`src/rtl/rfft_4pt_ctrl.sv`:
```
// Sequencing controller for the 4-point radix-2 DIT FFT datapath (rfft_4pt + pe).
// Optional conjugate-twiddle (IFFT) support is enabled by defining RFFT_CTRL_IFFT_EN.
module rfft_4pt_ctrl #(
  parameter int PE_LAT = 1,
  parameter int CNT_W  = 8
) (
  input  logic             clk,
  input  logic             rst,
  input  logic             start,
`ifdef RFFT_CTRL_IFFT_EN
  input  logic             inv,
`endif
  output logic             busy,
  output logic             done,
  output logic [CNT_W-1:0] frame_cnt,
  output logic             m0,
  output logic             m11,
  output logic [1:0]       m12,
  output logic [1:0]       m13,
  output logic             m14,
  output logic             m21,
  output logic             m22,
  output logic             m23,
  output logic             m24,
  output logic [15:0]      w_r,
  output logic [15:0]      w_i,
  output logic             en
);

  typedef enum logic [2:0] {
    S_IDLE,
    S_STG1,
    S_STG2A,
    S_STG2B,
    S_DONE
  } state_t;

  typedef struct packed {
    logic        busy;
    logic        done;
    logic        en;
    logic        m0;
    logic        m11;
    logic [1:0]  m12;
    logic [1:0]  m13;
    logic        m14;
    logic        m21;
    logic        m22;
    logic        m23;
    logic        m24;
    logic [15:0] w_r;
    logic [15:0] w_i;
  } ctrl_t;

  localparam logic [3:0] CNT_LOAD = 4'(PE_LAT - 1);

  state_t           state_q, state_d;
  logic [3:0]       cnt_q, cnt_d;
  logic [CNT_W-1:0] frame_cnt_q, frame_cnt_d;
  logic             inv_q, inv_d;
  logic             inv_in;
  ctrl_t            ctrl_q, ctrl_d;

`ifdef RFFT_CTRL_IFFT_EN
  assign inv_in = inv;
`else
  assign inv_in = 1'b0;
`endif

  // Next state: stages advance on terminal count; start is only honoured in IDLE/DONE.
  always_comb begin
    state_d     = state_q;
    cnt_d       = cnt_q;
    frame_cnt_d = frame_cnt_q;
    inv_d       = inv_q;
    case (state_q)
      S_IDLE: begin
        if (start) begin
          state_d = S_STG1;
          cnt_d   = CNT_LOAD;
          inv_d   = inv_in;
        end
      end
      S_STG1: begin
        if (cnt_q == 4'd0) begin
          state_d = S_STG2A;
          cnt_d   = CNT_LOAD;
        end else begin
          cnt_d = cnt_q - 4'd1;
        end
      end
      S_STG2A: begin
        if (cnt_q == 4'd0) begin
          state_d = S_STG2B;
          cnt_d   = CNT_LOAD;
        end else begin
          cnt_d = cnt_q - 4'd1;
        end
      end
      S_STG2B: begin
        if (cnt_q == 4'd0) begin
          state_d     = S_DONE;
          cnt_d       = 4'd0;
          frame_cnt_d = frame_cnt_q + CNT_W'(1);
        end else begin
          cnt_d = cnt_q - 4'd1;
        end
      end
      S_DONE: begin
        if (start) begin
          state_d = S_STG1;
          cnt_d   = CNT_LOAD;
          inv_d   = inv_in;
        end else begin
          state_d = S_IDLE;
        end
      end
      default: begin
        state_d = S_IDLE;
        cnt_d   = 4'd0;
      end
    endcase
  end

  // Control word decoded from the next state so the registered outputs line up with state_q.
  always_comb begin
    ctrl_d = '0;
    case (state_d)
      S_STG1: begin
        ctrl_d.busy = 1'b1;
        ctrl_d.en   = 1'b1;
        ctrl_d.m12  = 2'd2;
        ctrl_d.m13  = 2'd1;
        ctrl_d.m14  = 1'b1;
        ctrl_d.m23  = 1'b1;
        ctrl_d.m24  = 1'b1;
        ctrl_d.w_r  = 16'h7FFF;
      end
      S_STG2A: begin
        ctrl_d.busy = 1'b1;
        ctrl_d.en   = 1'b1;
        ctrl_d.m0   = 1'b1;
        ctrl_d.m12  = 2'd1;
        ctrl_d.m13  = 2'd2;
        ctrl_d.m14  = 1'b1;
        ctrl_d.m22  = 1'b1;
        ctrl_d.m23  = 1'b1;
        ctrl_d.w_r  = 16'h7FFF;
      end
      S_STG2B: begin
        ctrl_d.busy = 1'b1;
        ctrl_d.en   = 1'b1;
        ctrl_d.m0   = 1'b1;
        ctrl_d.m12  = 2'd1;
        ctrl_d.m13  = 2'd2;
        ctrl_d.m14  = 1'b1;
        ctrl_d.m22  = 1'b1;
        ctrl_d.m23  = 1'b1;
        ctrl_d.w_i  = inv_d ? 16'h7FFF : 16'h8001;
      end
      S_DONE: begin
        ctrl_d.done = 1'b1;
      end
      default: begin
        ctrl_d = '0;
      end
    endcase
  end

  always_ff @(posedge clk or posedge rst) begin
    if (rst) begin
      state_q     <= S_IDLE;
      cnt_q       <= 4'd0;
      frame_cnt_q <= '0;
      inv_q       <= 1'b0;
      ctrl_q      <= '0;
    end else begin
      state_q     <= state_d;
      cnt_q       <= cnt_d;
      frame_cnt_q <= frame_cnt_d;
      inv_q       <= inv_d;
      ctrl_q      <= ctrl_d;
    end
  end

  assign busy      = ctrl_q.busy;
  assign done      = ctrl_q.done;
  assign en        = ctrl_q.en;
  assign m0        = ctrl_q.m0;
  assign m11       = ctrl_q.m11;
  assign m12       = ctrl_q.m12;
  assign m13       = ctrl_q.m13;
  assign m14       = ctrl_q.m14;
  assign m21       = ctrl_q.m21;
  assign m22       = ctrl_q.m22;
  assign m23       = ctrl_q.m23;
  assign m24       = ctrl_q.m24;
  assign w_r       = ctrl_q.w_r;
  assign w_i       = ctrl_q.w_i;
  assign frame_cnt = frame_cnt_q;

endmodule

```
`config.mk`:
```
export PLATFORM = sky130hd
export DESIGN_NAME = rfft_4pt_ctrl
export DESIGN_NICKNAME = d
export VERILOG_FILES = /design/src/rtl/rfft_4pt_ctrl.sv
export SDC_FILE = /design/constraint.sdc
export NUM_CORES = 1
export LEC_CHECK = 0
export ABC_AREA = 1
export BUFFER_PORTS_ARGS = -buffer_cell sky130_fd_sc_hd__buf_2
export CELL_PAD_IN_SITES_DETAIL_PLACEMENT = 1
export CELL_PAD_IN_SITES_GLOBAL_PLACEMENT = 1
export CORE_MARGIN = 3
export CORE_UTILIZATION = 30
export CTS_CLUSTER_SIZE = 30
export DETAILED_ROUTE_END_ITERATION = 6
export GPL_TIMING_DRIVEN = 0
export PLACE_DENSITY_LB_ADDON = 0.1
export SLEW_MARGIN = 20
export SYNTH_ARGS = -nofsm -noshare
export SYNTH_HDL_FRONTEND = slang
export SYNTH_SLANG_ARGS = --single-unit
export TNS_END_PERCENT = 5
```
`constraint.sdc`:
```
create_clock -name clk -period 1.2 [get_ports clk]
set_input_delay 0.24 -clock clk [delete_from_list [all_inputs] [get_ports clk]]
set_output_delay 0.24 -clock clk [all_outputs]
set_load 0.02 [all_outputs]
```
== Yosys cells after proc, flatten, opt, wreduce, memory -nomap -nowiden ==
Index checks and enable logic that the tools add are counted.

* $add $sub $neg: 2
* Eq/ne operators: 9
* Multiplexer cells: 19
* Reductions and logical operators: 8

{| class="wikitable"
|+ Operators with widths
! operator !! count
|-
| $mux 16 || 2
|-
| $mux 15 || 1
|-
| $pmux 3 s5 || 1
|-
| $eq 3x2->1 const B || 4
|-
| $mux 3 || 4
|-
| $pmux 5 s2 || 1
|-
| $add 8x1->8 const B || 1
|-
| $mux 4 || 2
|-
| $pmux 4 s2 || 1
|-
| $mux 1 || 7
|-
| $eq 3x1->1 const B || 2
|-
| $eq 3x3->1 const B || 2
|-
| $reduce_or 2->1 || 3
|-
| $reduce_or 3->1 || 2
|-
| $logic_not 4->1 || 1
|-
| $sub 4x1->4 const B || 1
|-
| $logic_not 3->1 || 1
|-
| $ne 2x1->1 const B || 1
|-
| $reduce_and 2->1 || 1
|}

* Input bits: 3
* Register bits after elaboration: 57

== Longest topological paths before layout ==
Gate-level depths: netlist of the first run.

* Depth after elaboration: 6
* Depth in mapped cells: 8

== Worst setup path after synthesis of the first run ==
No wires, ideal clock.

* Path kind: register to register
* Start: register cnt_q[0]
* End: register frame_cnt_q[4], in the netlist frame_cnt[4]
* Setup time: 0.119 ns
* Data required time: 1.081 ns
* Setup slack: -0.074 ns
* Period minus slack after synthesis: 1.274 ns
* Data arrival time: 1.155 ns
* Stages on the path, launching flop included: 8
* Cell sequence: dfrtp_1 inv_1 ha_1 nand2_4 nor2_8 nand2_4 o21ai_2 nand2_1

* Cells in the longest elaborated chain, start to end: 2

{| class="wikitable"
|+ RTL lines
! what !! line !! source
|-
| start, declared || 58 || <nowiki>logic [3:0] cnt_q, cnt_d;</nowiki>
|-
| start signal, assigned || 179 || <nowiki>cnt_q <= cnt_d;</nowiki>
|-
| $logic_not 4->1 || 101 || <nowiki>if (cnt_q == 4'd0) begin</nowiki>
|-
| $reduce_and 2->1 (no line) || n/a ||
|-
| end signal, assigned || 180 || <nowiki>frame_cnt_q <= frame_cnt_d;</nowiki>
|-
| end, declared || 59 || <nowiki>logic [CNT_W-1:0] frame_cnt_q, frame_cnt_d;</nowiki>
|}

Every way passes these cells.
A chain may end at the register's enable or synchronous reset.

==> results of run 1 <==
-- through the flow --
step / util / std cells
2_1_floorplan: - / 179
3_3_place_gp: 0.3909 / 299
3_5_place_dp: 0.3909 / 299
4_1_cts: 0.4698 / 307
5_1_grt: 0.4993 / 317
6_report: 0.4993 / 317
-- power breakdown --
part / total [uW] / internal [uW] / switching, uW
clock: 732 / 446 / 286
combinational: 4150 / 2010 / 2140
sequential: 1430 / 1180 / 243
total: 6300 / 3630 / 2670
-- synth_stat cells (2+ instances only) --
| cell type | n | share of area |
|---|---|---|
| nand2_1 | 46 | 0.12 |
| buf_4 | 36 | 0.18 |
| dfrtp_1 | 26 | 0.43 |
| inv_1 | 21 | 0.053 |
| nor2_1 | 13 | 0.033 |
| nand3_1 | 4 | 0.013 |
| nand4_1 | 4 | 0.017 |
| ha_1 | 3 | 0.025 |
| nand3_2 | 3 | 0.020 |
| inv_2 | 2 | 0.0050 |
| nand2_2 | 2 | 0.0083 |
| nand2_4 | 2 | 0.015 |
| nor2_4 | 2 | 0.015 |
| xnor2_1 | 2 | 0.012 |
-- cell usage in the layout (no fill, tap or decap) --
| master | instances |
|---|---|
| a21oi_2 | 1 |
| xor2_1 | 1 |
| o21ai_2 | 1 |
| nand4_1 | 4 |
| a21oi_1 | 1 |
| nand3b_1 | 1 |
| nand2_1 | 42 |
| nor2_4 | 2 |
| nand2_8 | 1 |
| o21ai_0 | 1 |
| nand2_4 | 2 |
| dfrtp_1 | 21 |
| nor2_2 | 1 |
| nand3_2 | 3 |
| buf_6 | 61 |
| dfrtp_2 | 5 |
| ha_1 | 2 |
| nor2_8 | 1 |
| buf_2 | 20 |
| nand3_1 | 4 |
| inv_1 | 18 |
| inv_4 | 1 |
| o22ai_1 | 1 |
| o21ai_1 | 1 |
| conb_1 | 3 |
| inv_2 | 4 |
| buf_4 | 21 |
| nand2_2 | 6 |
| xnor2_1 | 2 |
| nor2_1 | 13 |
| bufinv_16 | 1 |
| clkbuf_8 | 3 |
| ha_4 | 1 |
-- final cells by class --
class / instances / area (um2)
fill: 567 / 2396
inverter: 23 / 88.84
multi-input combinational: 95 / 544.3
clock inverter: 1 / 30.03
tap: 67 / 83.83
buffer: 36 / 352.8
clock buffer: 3 / 41.29
timing repair buffer: 66 / 591.8
sequential: 26 / 656.9
-- how the worst min path moves through the flow --
stage | cells past startpoint | to | start | slack [ns]
finish | 2 | m24 | rst | -0.004
global route | 2 | w_i[15] | rst | 0.06
CTS | 2 | w_i[15] | rst | 0.23
detailed placement | 2 | inv_q | inv_q | 0.48
global placement | 2 | inv_q | inv_q | 0.47
floorplan | 1 | cnt_q[0] | rst | 0.28
-- metal layers --
metal | wire length, um | GRT usage | share of wire
met1 | 1636 | 0.1500 | 0.44
met2 | 1851 | 0.2282 | 0.50
met3 | 170 | 0.02582 | 0.046
met4 | 36 | 0.03261 | 0.0097
met5 | 0 | 0 | 0
-- state kept, by name, summed over array words and instances (netlist names) --
signal / flops
cnt_q: 4
done: 1
frame_cnt: 8
inv_q: 1
m12: 1
m13: 1
m14: 1
m23: 1
m24: 1
state_q: 3
w_i: 3
w_r: 1
-- repair_timing --
item                       in CTS  in global routing
setup buffers                   4                  9
gates resized for setup        89                 22
cloned                          0                  1
pin swaps                       3                  5
setup endpoints to repair      51                 56
-- logic make-up (layout without fill, tap and decap cells) --
| logic type | count (synthesis) | after routing | share of synthesized area |
|---|---|---|---|
| AOI/OAI and AO/OA | 6 | 6 | 0.02583 |
| xor gates and xnor gates | 3 | 3 | 0.01750 |
| adders and majority gates | 3 | 3 | 0.02500 |
| buffers and inverters | 59 | 129 | 0.2375 |
| DFF | 26 | 26 | 0.4333 |
| other | 1 | 3 | 0.002498 |
| and+or+nand+nor | 79 | 80 | 0.2583 |
==> impl_metrics.csv, run 1 <==
group,metric,value,unit
status,status,"finished, violations left",
status,violations,"negative hold slack, negative setup slack",
cts,numCtsBuffers,3,
timing,finalSetupViolCount,42,
place,placed_cell_area,0.001871,mm2
timing,timing.hold.ws,-0.004350,ns
cts,hold_buffers,0,
route,routed_via_density,4.025,
setup_path,crit_chain,"buf_6 > buf_6 > buf_6",
synthesis,synth_edf_count,0,
place,hpwl,2.457,mm
setup_path,criticalPathCategory,"reg -> out",
die,chipHeight,76.75,um
setup_path,cp-end-kind,"output pin",
setup_path,setup.worst_path.end,"w_r[12]",
timing,grt_setup_unrepaired,"yes",
layout,layout-drive-gt1-share,0.5400,
cts,htreeDepth,1,
die,row_count,25,
cts,clk_pin_slew_worst_paths,0.10,ns
timing,final_max_slew_viol_count,0,
route,ant_nets,0,
min_path,hp-class,"in -> async",
timing,fmax,0.7545,GHz
cts,clk_latency,0.27,ns
synthesis,avgSynthCellArea,8.483,um2
die,start_util,0.3137,
synthesis,ys_seq_area_frac,0.4333,
setup_path,crit_start,"w_r[13]",
power,ir_worst_vdd,1027,uV
synthesis,netlist_instances,177,
timing,hold_viol,15,
synthesis,synth_area,0.001501,mm2
setup_path,slowest_stage,"dfrtp_2",
setup_path,r2r_end,"frame_cnt[3]",
timing,skew,0.009147,ns
power,power.total,6303,uW
synthesis,post_synth_num_cell_types,25,
cts,tritoncts,"yes",
setup_path,crit_cells,3,
setup_path,reg2reg_depth,7,
die,die_area,0.005890,mm2
route,firstDrtPassIters,2,
timing,timing.final.ws_setup,-0.1253,ns
timing,period_share,1.104,
synthesis,synthFlopType,"dfrtp_1",
synthesis,yosys_warnings,0,
global_routing,grt_pass1_vias,1301,
setup_path,cpPeakStageDelay,0.43,ns
global_routing,grt_start_max_net_pins,27,
timing,tns,-3.944,ns
route,drt_iter0_drc,10,
setup_path,worstPathArrival,1.09,ns
die,core,0.004786,mm2
die,die_w,76.75,um
place,post-place-ws,-0.1405,ns
setup_path,reg2reg_setup_slack,-0.12,ns
layout,synthToLayoutAreaGrowth,59.17,%
layout,diodes,0,
route,num_vias,1276,
place,place_congestion,0.7215,
setup_path,cp.required,0.96,ns
cts,numClockSinks,26,
layout,stdcell_area,0.002390,mm2
global_routing,grt_pass1_wl,6.120,mm
power,p_leak,0.001338,uW
setup_path,crit-reg2reg-launch,"cnt_q[0]",
synthesis,synth-seq-cells,26,
cts,cts_buffer_depth,2,
synthesis,async_reset_ff_frac,1.000,
route,drcViolationCount,0,
timing,fin_crit,1.325,ns
timing,tightest_slew,0.5388,ns
setup_path,path_buf_inv,3,
route,wl,3.694,mm
timing,max_slew_margin,0.6403,
setup_path,critPathLaunchType,"flip-flop",
global_routing,grt_use_total,0.1258,
route,wl_per_cell,11.65,um
die,ios,57,
setup_path,crit_fanout,8,
setup_path,crit_path_frequent_cell,"buf_6",
setup_path,cp_top_family,"flip-flops",
power,cellPowerDensity,2637,mW/mm2
layout,layout.nets,257,
cts,ctsRootBufferMaster,"clkbuf_8",
job,max_cap_violations,0,
global_routing,grt_antenna_before_repair,0,
place,portBuffers,53,
global_routing,grt-ovfl-total,0,
No activity file was read; power rests on OpenSTA's default activity.
==> run 2, diff against run 1 <==
--- a/config.mk
+++ b/config.mk
@@ -10,7 +10,7 @@
 export CELL_PAD_IN_SITES_DETAIL_PLACEMENT = 1
 export CELL_PAD_IN_SITES_GLOBAL_PLACEMENT = 1
 export CORE_MARGIN = 3
-export CORE_UTILIZATION = 30
+export CORE_UTILIZATION = 31
 export CTS_CLUSTER_SIZE = 30
 export DETAILED_ROUTE_END_ITERATION = 6
 export GPL_TIMING_DRIVEN = 0
==> impl_metrics.csv, run 2 (synthesis gave the netlist of run 1 again) <==
group,metric,value,unit
route,wl,3.920,mm
cts,clk_pin_slew_worst_paths,0.09,ns
place,hpwl,2.537,mm
layout,layout.nets,253,
timing,finalSetupViolCount,46,
global_routing,grt-ovfl-total,0,
timing,hold_viol,0,
job,max_cap_violations,0,
layout,layout-drive-gt1-share,0.5285,
timing,max_slew_margin,0.3684,
cts,hold_buffers,0,
die,die_area,0.005715,mm2
power,power.total,6174,uW
layout,mostFrequentLayoutCells,"63 x buf_6, 44 x nand2_1, 22 x dfrtp_1",
global_routing,grt_pass1_wl,5.540,mm
route,num_vias,1288,
setup_path,cp.required,0.96,ns
global_routing,grt_use_total,0.1260,
route,routed_via_density,4.322,
timing,timing.hold.ws,0.05503,ns
timing,skew,0.006393,ns
power,p_leak,0.001313,uW
place,portBuffers,53,
timing,period_share,1.110,
die,start_util,0.3333,
global_routing,grt_antenna_before_repair,0,
setup_path,worstPathArrival,1.09,ns
route,drcViolationCount,0,
timing,final_max_slew_viol_count,0,
die,ios,57,
setup_path,critPathLaunchType,"flip-flop",
status,violations,"negative setup slack",
global_routing,grt_start_max_net_pins,27,
route,drt_iter0_drc,61,
setup_path,crit_fanout,8,
place,dp_cells,284,
global_routing,grt_pass1_vias,1174,
timing,timing.final.ws_setup,-0.1321,ns
setup_path,cp-end-kind,"output pin",
cts,htreeDepth,1,
route,ant_nets,0,
layout,layout_commonest_cell,"buf_6",
cts,cts_buffer_depth,2,
route,firstDrtPassIters,2,
cts,numCtsBuffers,3,
die,chipHeight,75.60,um
min_path,hp-class,"in -> async",
power,ir_worst_vdd,1134,uV
layout,fin_util,0.5208,
cts,ctsRootBufferMaster,"clkbuf_8",
layout,diodes,0,
timing,fmax,0.7507,GHz
layout,layoutNonFillerInstCount,298,
power,cellPowerDensity,2632,mW/mm2
cts,numClockSinks,26,
route,wl_per_cell,13.15,um
place,place_congestion,0.6612,
timing,fin_crit,1.332,ns
die,die_w,75.60,um
layout,synthToLayoutAreaGrowth,56.25,%
status,status,"finished, violations left",
timing,tightest_slew,0.9416,ns
die,core,0.004504,mm2
place,post-place-ws,-0.1370,ns
die,row_count,24,
setup_path,criticalPathCategory,"reg -> out",
layout,n_fill_cell,521,
cts,clk_latency,0.27,ns
timing,grt_setup_unrepaired,"yes",
cts,tritoncts,"yes",
layout,largest_register_ffs,8,
## run 2: what timing repair did
action                                  CTS  global route
pin swaps                                 4             1
resized for setup                        86            23
endpoints found under the setup margin   49            54
setup buffers                             6             4
## run 2: per-layer routing
metal  GRT usage  vias up  part of all wire  wire length [um]
met4     0.01748        0            0.0026                10
met3     0.02902        2             0.041               161
met1      0.1555      617              0.40              1552
met5           0        -                 0                 0
li1            -      636                 -                 -
met2      0.2282       33              0.56              2196
## run 2: final cells by class
cell class	instances	area (um2)	area share
Buffer	36	371.6	0.1584
Clock buffer	4	55.05	0.02347
Inverter	23	86.33	0.03680
Multi-Input combinational cell	94	544.3	0.2320
Sequential cell	26	655.6	0.2795
Tap cell	52	65.06	0.02773
Timing Repair Buffer	63	568.0	0.2421
## run 2: path summary, 6_finish.rpt
kind / cells past startpoint / endpoint / start / slack, ns
setup / recovery: 3 / w_r[2] / w_r[13] / -0.13
hold / removal: 2 / frame_cnt[6] / rst / 0.06
setup reg to reg: 6 / frame_cnt[4] / state_q[2] / -0.07
hold reg to reg: 2 / inv_q / inv_q / 0.52
max in group asynchronous: 2 / w_r[13] / rst / 0.66
min in group clk: 4 / w_i[14] / start / 0.35
## run 2: per-stage QoR
step,setup TNS [ns],cell area [um2]
2_1_floorplan,0,1521
6_report,-3.743,2346
5_1_grt,-7.027,2346
3_3_place_gp,-0.9545,1852
3_5_place_dp,-1.207,1852
4_1_cts,-3.753,2236
## run 2: worst max-delay path, cell delays in order, from the launching register on
cell,delay (ns)
dfrtp_2,0.44
buf_6,0.15
buf_6,0.12
buf_6,0.12
## run 2: where the power goes
part | switching (uW) | internal, uW | leakage (uW)
clock network | 266 | 293 | 0.0000288
registers | 253 | 1180 | 0.000328
logic | 2220 | 1960 | 0.000956
total | 2740 | 3440 | 0.00131
==> run 3, diff against run 2 <==
--- a/config.mk
+++ b/config.mk
@@ -11,7 +11,8 @@
 export CELL_PAD_IN_SITES_GLOBAL_PLACEMENT = 1
 export CORE_MARGIN = 3
 export CORE_UTILIZATION = 31
-export CTS_CLUSTER_SIZE = 30
+export CTS_BUF_LIST = sky130_fd_sc_hd__clkbuf_16
+export CTS_CLUSTER_SIZE = 28
 export DETAILED_ROUTE_END_ITERATION = 6
 export GPL_TIMING_DRIVEN = 0
 export PLACE_DENSITY_LB_ADDON = 0.1
==> impl_metrics.csv, run 3 (synthesis gave the netlist of run 1 again) <==
group,metric,value,unit
status,status,"finished, violations left",
status,violations,"negative setup slack",
place,hpwl,2.537,mm
route,firstDrtPassIters,4,
setup_path,path_buf_inv,3,
cts,numClockSinks,26,
timing,finalSetupViolCount,44,
setup_path,crit_chain,"buf_6 > buf_6 > buf_6",
setup_path,reg2reg_setup_slack,-0.09,ns
layout,n_fill_cell,509,
layout,layout_commonest_cell,"buf_6",
die,row_count,24,
timing,fin_crit,1.315,ns
cts,clk_pin_slew_worst_paths,0.07,ns
die,die_area,0.005715,mm2
power,power.total,6491,uW
setup_path,critPathLaunchType,"flip-flop",
die,ios,57,
setup_path,slowest_stage,"dfrtp_2",
die,chipHeight,75.60,um
route,num_vias,1303,
cts,numCtsBuffers,3,
route,wl_per_cell,13.90,um
setup_path,reg2reg_depth,5,
timing,max_slew_margin,0.6302,
setup_path,cp_top_family,"flip-flops",
power,cellPowerDensity,2713,mW/mm2
global_routing,grt_antenna_before_repair,0,
min_path,hp-class,"in -> async",
setup_path,crit-reg2reg-launch,"cnt_q[3]",
global_routing,grt_start_max_net_pins,27,
route,ant_nets,0,
global_routing,grt_pass1_vias,1181,
die,start_util,0.3333,
timing,timing.hold.ws,0.03240,ns
timing,fmax,0.7605,GHz
timing,skew,0.007367,ns
global_routing,grt-ovfl-total,0,
layout,largest_register_ffs,8,
timing,period_share,1.096,
cts,tritoncts,"yes",
setup_path,cp.required,0.96,ns
route,routed_via_density,4.387,
route,wl,4.129,mm
global_routing,grt_use_total,0.1268,
cts,htreeDepth,1,
setup_path,cpPeakStageDelay,0.42,ns
power,ir_worst_vdd,1146,uV
job,max_cap_violations,0,
route,drt_iter0_drc,44,
layout,synthToLayoutAreaGrowth,59.33,%
layout,layout.nets,252,
setup_path,r2r_end,"w_i[15]",
timing,tightest_slew,0.5539,ns
cts,clk_latency,0.26,ns
setup_path,crit_path_frequent_cell,"buf_6",
place,place_congestion,0.6612,
layout,mostFrequentLayoutCells,"61 x buf_6, 40 x nand2_1, 22 x buf_2",
setup_path,criticalPathCategory,"reg -> out",
die,die_w,75.60,um
cts,cts_buffer_depth,2,
layout,diodes,0,
timing,final_max_slew_viol_count,0,
timing,hold_viol,0,
route,drcViolationCount,0,
setup_path,worstPathArrival,1.07,ns
setup_path,crit_fanout,8,
die,core,0.004504,mm2
cts,hold_buffers,0,
layout,layout-drive-gt1-share,0.5469,
timing,timing.final.ws_setup,-0.1148,ns
timing,grt_setup_unrepaired,"yes",
cts,ctsRootBufferMaster,"clkbuf_16",
place,portBuffers,53,
setup_path,cp-end-kind,"output pin",
power,p_leak,0.001324,uW
global_routing,grt_pass1_wl,5.547,mm
run 3: cell count changes in the layout (fill, tap and decap cells not counted), moves of 2 or more:
cell | previous run | this run
nand2_1 | 44 | 40
nand2_4 | 1 | 3
clkbuf_16 | 0 | 3
buf_6 | 63 | 61
nand2_2 | 4 | 7
clkbuf_8 | 4 | 0
run 3: worst max path at each step:
| stage | from | end | slack, ns | cells past startpoint |
|---|---|---|---|---|
| after detailed placement | cnt_q[0] | frame_cnt[4] | -0.14 | 7 |
| after global placement | cnt_q[0] | frame_cnt[4] | -0.11 | 7 |
| after floorplan | cnt_q[1] | frame_cnt[4] | 0.004 | 7 |
| after global routing | cnt_q[1] | frame_cnt[4] | -0.17 | 7 |
| final | w_r[13] | w_r[4] | -0.11 | 3 |
| after CTS | w_r[13] | w_r[5] | -0.09 | 3 |
run 3: routing by layer:
metal	part of all wire	track usage	up-vias	wire, um
met1	0.39	0.1540	631	1626
met4	0.0046	0.02330	0	19
met5	0	0	-	0
met2	0.56	0.2301	34	2321
met3	0.039	0.02902	2	162
li1	-	-	636	-
run 3: report_power, final:
part	internal (uW)	switching, uW	leakage, uW
clock network	446	290	0.0000385
logic	1980	2320	0.000959
registers	1190	272	0.000327
run 3: cell type report:
class	count	area [um2]	share of cell area
multi-input cells	95	590.6	0.2469
well taps	52	65.06	0.02720
clock buffers	3	75.07	0.03138
clock inverters	1	3.754	0.001569
inverters	23	86.33	0.03609
plain buffers	36	371.6	0.1553
repair buffers	61	543.0	0.2270
flip-flops and latches	26	656.9	0.2746
run 3: timing repair:
item	in CTS	in global routing
pin swaps	5	4
gates resized for setup	81	34
endpoints found under the setup margin	45	53
buffers inserted	7	1
gates cloned	0	1
run 3: stage by stage:
step           cells  utilization  area [um2]  worst slack [ns]  TNS [ns]
6_report         297       0.5311        2392           -0.1148    -3.200
3_3_place_gp     284       0.4111        1852           -0.1142   -0.9545
5_1_grt          297       0.5311        2392           -0.1667    -5.464
3_5_place_dp     284       0.4111        1852           -0.1370    -1.207
2_1_floorplan    179            -        1521          0.003995         0
4_1_cts          295       0.5006        2255          -0.09327    -2.800
run 3: worst register-to-register path, cell delays in order, from the launching register on:
cell and delay (ns):
dfrtp_1 0.41, nor2_4 0.24, nand3_2 0.18, a21oi_4 0.19
nand2_2 0.09, nor2_1 0.10
